<file path="config.mk">
export PLATFORM = sky130hd
export DESIGN_NAME = atm_seq_counter
export DESIGN_NICKNAME = d
export VERILOG_FILES = /design/src/rtl/atm_seq_counter.sv
export SDC_FILE = /design/constraint.sdc
export NUM_CORES = 1
export LEC_CHECK = 0
export BUFFER_PORTS_ARGS = -buffer_cell sky130_fd_sc_hd__buf_4
export CAP_MARGIN = 10
export CORE_AREA = 2 2 39 41
export DETAILED_ROUTE_END_ITERATION = 6
export DIE_AREA = 0 0 41 43
export MAX_ROUTING_LAYER = met4
export PLACE_DENSITY = 0.3
export SYNTH_ARGS = -nofsm -noshare
export SYNTH_HDL_FRONTEND = slang
export SYNTH_SLANG_ARGS = --single-unit
</file>
<file path="constraint.sdc">
create_clock -name clk_i -period 1.05 [get_ports clk_i]
set_input_delay 0.21 -clock clk_i [delete_from_list [all_inputs] [get_ports clk_i]]
set_output_delay 0.21 -clock clk_i [all_outputs]
set_load 0.05 [all_outputs]
</file>
<file path="src/rtl/atm_seq_counter.sv">
// Step counter that sequences register-file addresses during compare and copy.
module atm_seq_counter (
  input  logic       clk_i,
  input  logic       clr_i,
  input  logic       start_i,
  input  logic       run_i,
  output logic [2:0] step_o
);

  logic [2:0] step_q, step_d;

  always_comb begin
    step_d = step_q;
    if (start_i) begin
      step_d = '0;
    end else if (run_i) begin
      step_d = step_q + 3'd1;
    end
  end

  always_ff @(posedge clk_i) begin
    if (clr_i) begin
      step_q <= '0;
    end else begin
      step_q <= step_d;
    end
  end

  assign step_o = step_q;

endmodule

</file>
; ---- Word-level counts from Yosys, hierarchy flattened
; Index checks and enable logic that the tools add are counted.
[word_totals]
ff_bits = 3
in_bits = 4
[classes]
add_sub_neg = 1
reduce_logical = 1
[op_table]
columns = op, n
row1 = "3-bit by 1-bit adder with 3-bit output, second input constant", 1
row2 = 2-bit OR reduction, 1

; ---- Logic depth before layout (Yosys ltp)
[depth]
ltp_word = 1
ltp_mapped = 3

; ---- Worst setup path after synthesis
; No wires, ideal clock.
[synth_path]
path_type = reg-to-reg
startpoint = register step_q[0] (netlist: step_o[0])
endpoint = register step_q[1] (netlist: step_o[1])
setup_time_ns = 0.116
arrival_ns = 1.125
path_slack_ns = -0.190
stages_incl_launch_ff = 4
period_less_slack_ns = 1.240
path_cell_list = dfxtp_1 > ha_1 > mux2i_1 > nor2_1
[synth_between]
elab_chain_cells = 1
[synth_rtl]
columns = item, line_no
row1 = from (decl), 10  ; logic [2:0] step_q, step_d;
row2 = from (signal assigned), 25  ; step_q <= step_d;
row3 = 3-bit by 1-bit adder with 3-bit output, 17  ; step_d = step_q + 3'd1;
; Every way passes these cells.
; A chain may end at the register's enable or synchronous reset.

; ---- Worst setup path in the final report
[layout_path]
startpoint = register step_q[2] (netlist: step_o[2])
endpoint = output port step_o[2]
[layout_lines]
columns = item, line_no
row1 = to (decl), 7  ; output logic [2:0] step_o
; No word-level cell between the ends.

==> impl_metrics.py <==
metrics = {
    "final_layout": {
        "finalNonFillerCells": 38,
        "area_delta_synth_final_pct": 73.5,
        "largest_register_ffs": 3,
        "stdcell_area_sq_um": 221,
        "nNetsFinal": 28,
        "drive_above_1_share_pct": 54.5,
        "antennaDiodeCount": 0,
    },
    "worst_hold_path": {
        "hp-start": "run_i",
        "hold_path_class": "in2reg",
    },
    "place": {
        "dp_slack_ns": 0.136,
        "gp_congestion": 0.490,
        "dpl_cell_area_sq_um": 195,
        "dpl.cell_count": 34,
        "io_buffers": 6,
    },
    "critical_path": {
        "worst-setup-path-type": "reg2out",
        "worst-r2r-cell-count": 3,
        "cpMaxStageDelayCell": "dfxtp_1",
        "path_buf_inv": 1,
        "critical_path.max_stage_delay_ns": 0.33,
        "crit_end": "step_o[2]",
        "regToRegEndpoint": "step_o[2]",
        "cp_num_cells": 1,
        "reg2reg_from": "step_o[0]",
        "arrival_ns": 0.77,
        "rrSetupSlack_ns": 0.14,
        "path_delay_family": "flip-flops",
        "crit_chain": "buf_4",
        "cp.required_ns": 0.84,
        "crit_start": "step_o[2]",
        "worstSetupStartpointType": "flip-flop",
        "cp_max_fo": 3,
        "end_kind": "output pin",
    },
    "yosys": {
        "synth_top_family_by_area": "simple AND/OR/NAND/NOR gates",
        "synthDistinctLibCells": 9,
        "synth.ff_latch_count": 3,
        "synthesis.nets": 17,
        "synthAdderAreaFrac_pct": 9.80,
        "synth_compound_area_share_pct": 11.8,
        "synth_xor_area_share_pct": 6.86,
        "syn_avg_cell_area_sq_um": 10.6,
        "syn_inst": 12,
        "synth-simple-area-share_pct": 16.7,
        "ys_seq_area_share_pct": 47.1,
        "yosysWarningCount": 0,
        "netlist_area_sq_um": 128,
        "synth.area.mux_share_pct": 7.84,
    },
    "clock_network": {
        "cts_tree": "built",
        "postCtsHoldBufs": 0,
        "cts_sinks": 3,
        "cts_made_buffers": 3,
        "htree_levels": 1,
        "cts_buffer_depth": 2,
        "post_cts_buffers": 0,
        "root_buffer": "clkbuf_4",
        "worstSkewPairLatency_ns": 0.23,
        "cts.reportedPaths.clkPinSlew_ns": 0.04,
        "postCtsResizedCells": 0,
    },
    "timing": {
        "drv_slew": 0,
        "max_freq_mhz": 1020,
        "worst_pin_slew_ns": 0.116,
        "period_minus_slack_ns": 0.980,
        "relSlewSlack_pct": 92.0,
        "setup_viol": 0,
        "finalSetupTns_ns": 0,
        "setup_ws_ns": 0.0695,
        "rsz0062_at_grt": "false",
        "holdWs_ns": 0.272,
        "fin_crit_sh_pct": 93.4,
        "clock_skew_ns": 0.00519,
        "hold_violations": 0,
    },
    "floorplan": {
        "start_util_pct": 9.22,
        "core_area_sq_um": 1380,
        "die_area_sq_um": 1760,
        "dieWidth_microns": 41,
        "io_pins": 7,
        "rows": 14,
        "fp.dieH_microns": 43,
    },
    "grt": {
        "grt-ovfl-total": 0,
        "grt.total_usage_pct": 4.94,
        "grt_start_max_net_pins": 5,
        "grt_pass1_vias": 111,
        "grt_pass1_wl_microns": 476,
        "antenna_found_initial": 0,
    },
    "routing": {
        "ant_nets": 0,
        "drt_iter0_markers": 0,
        "drtPass1Iterations": 1,
        "drt_wl_total_microns": 291,
        "vias": 121,
        "post_drt_wl_per_cell_microns": 7.66,
        "routed_via_density": 3.18,
        "drc_errors": 0,
    },
    "pwr": {
        "power_density_nw_per_um2": 1620,
        "vdd_ir_drop_max_v": 0.000443,
        "leakage_nw": 0.0988,
    },
    "run": {
        "drv_cap": 0,
    },
    "outcome": {
        "status": "complete, no violations",
    },
}
==> layout make-up <==
type | instances | area, sq um
repair buffers | 6 | 45.0
multi-input cells | 9 | 67.6
well taps | 16 | 20.0
clock buffers | 4 | 26.3
fillers | 161 | 1160
flip-flops and latches | 3 | 62.6
==> layout by cell type (no fill, tap or decap) <==
| master | synthesis | final |
|---|---|---|
| a21bo_2 | 1 | 1 |
| nand3b_1 | 1 | 1 |
| or2_1 | 1 | 1 |
| buf_4 | 0 | 6 |
| nor2_1 | 2 | 2 |
| clkbuf_1 | 0 | 1 |
| a21oi_1 | 1 | 1 |
| mux2i_1 | 1 | 1 |
| dfxtp_2 | 0 | 2 |
| xnor2_1 | 1 | 1 |
| dfxtp_1 | 3 | 1 |
| ha_1 | 1 | 1 |
| clkbuf_4 | 0 | 3 |
==> metal layers <==
metal	track usage, %	vias up	wire [microns]
li1	-	61	-
met1	6.11	53	139
met2	3.44	7	103
met3	3.14	0	48
met4	8.00	0	0
met5	-	-	0
==> kinds of logic after synthesis <==
| logic type | count (synthesis) |
|---|---|
| and+or+nand+nor | 4 |
| DFF | 3 |
| AOI/OAI and AO/OA | 2 |
| xor gates and xnor gates | 1 |
| muxes | 1 |
| adders and majority gates | 1 |
==> synth_stat cells (all sizes together) <==
master,number,area (sq um)
a21bo,1,10.0
a21oi,1,5.00
dfxtp,3,60.1
ha,1,12.5
mux2i,1,10.0
nand3b,1,7.51
nor2,2,7.51
or2,1,6.26
xnor2,1,8.76
==> how the worst min path moves through the flow <==
stage / end / cells past startpoint
after floorplan: step_o[0] / 2
after global placement: step_o[1] / 2
after detailed placement: step_o[0] / 3
after CTS: step_o[0] / 3
after global routing: step_o[1] / 3
final: step_o[0] / 3
==> metrics by stage <==
step | util, % | power (W)
2_1_floorplan | - | 0.000141
3_3_place_gp | 14.1 | 0.000157
3_5_place_dp | 14.1 | 0.000157
4_1_cts | 16.0 | 0.000370
5_1_grt | 16.0 | 0.000382
6_report | 16.0 | 0.000359
==> power by group <==
group | internal (W) | switching (W) | leakage (nW)
Combinational | 0.0000165 | 0.0000183 | 0.0586
Clock | 0.000143 | 0.0000616 | 0.0150
Sequential | 0.000118 | 0.00000252 | 0.0252
Total | 0.000277 | 0.0000825 | 0.0988
Note: power is estimated with default switching activity, not from simulation.
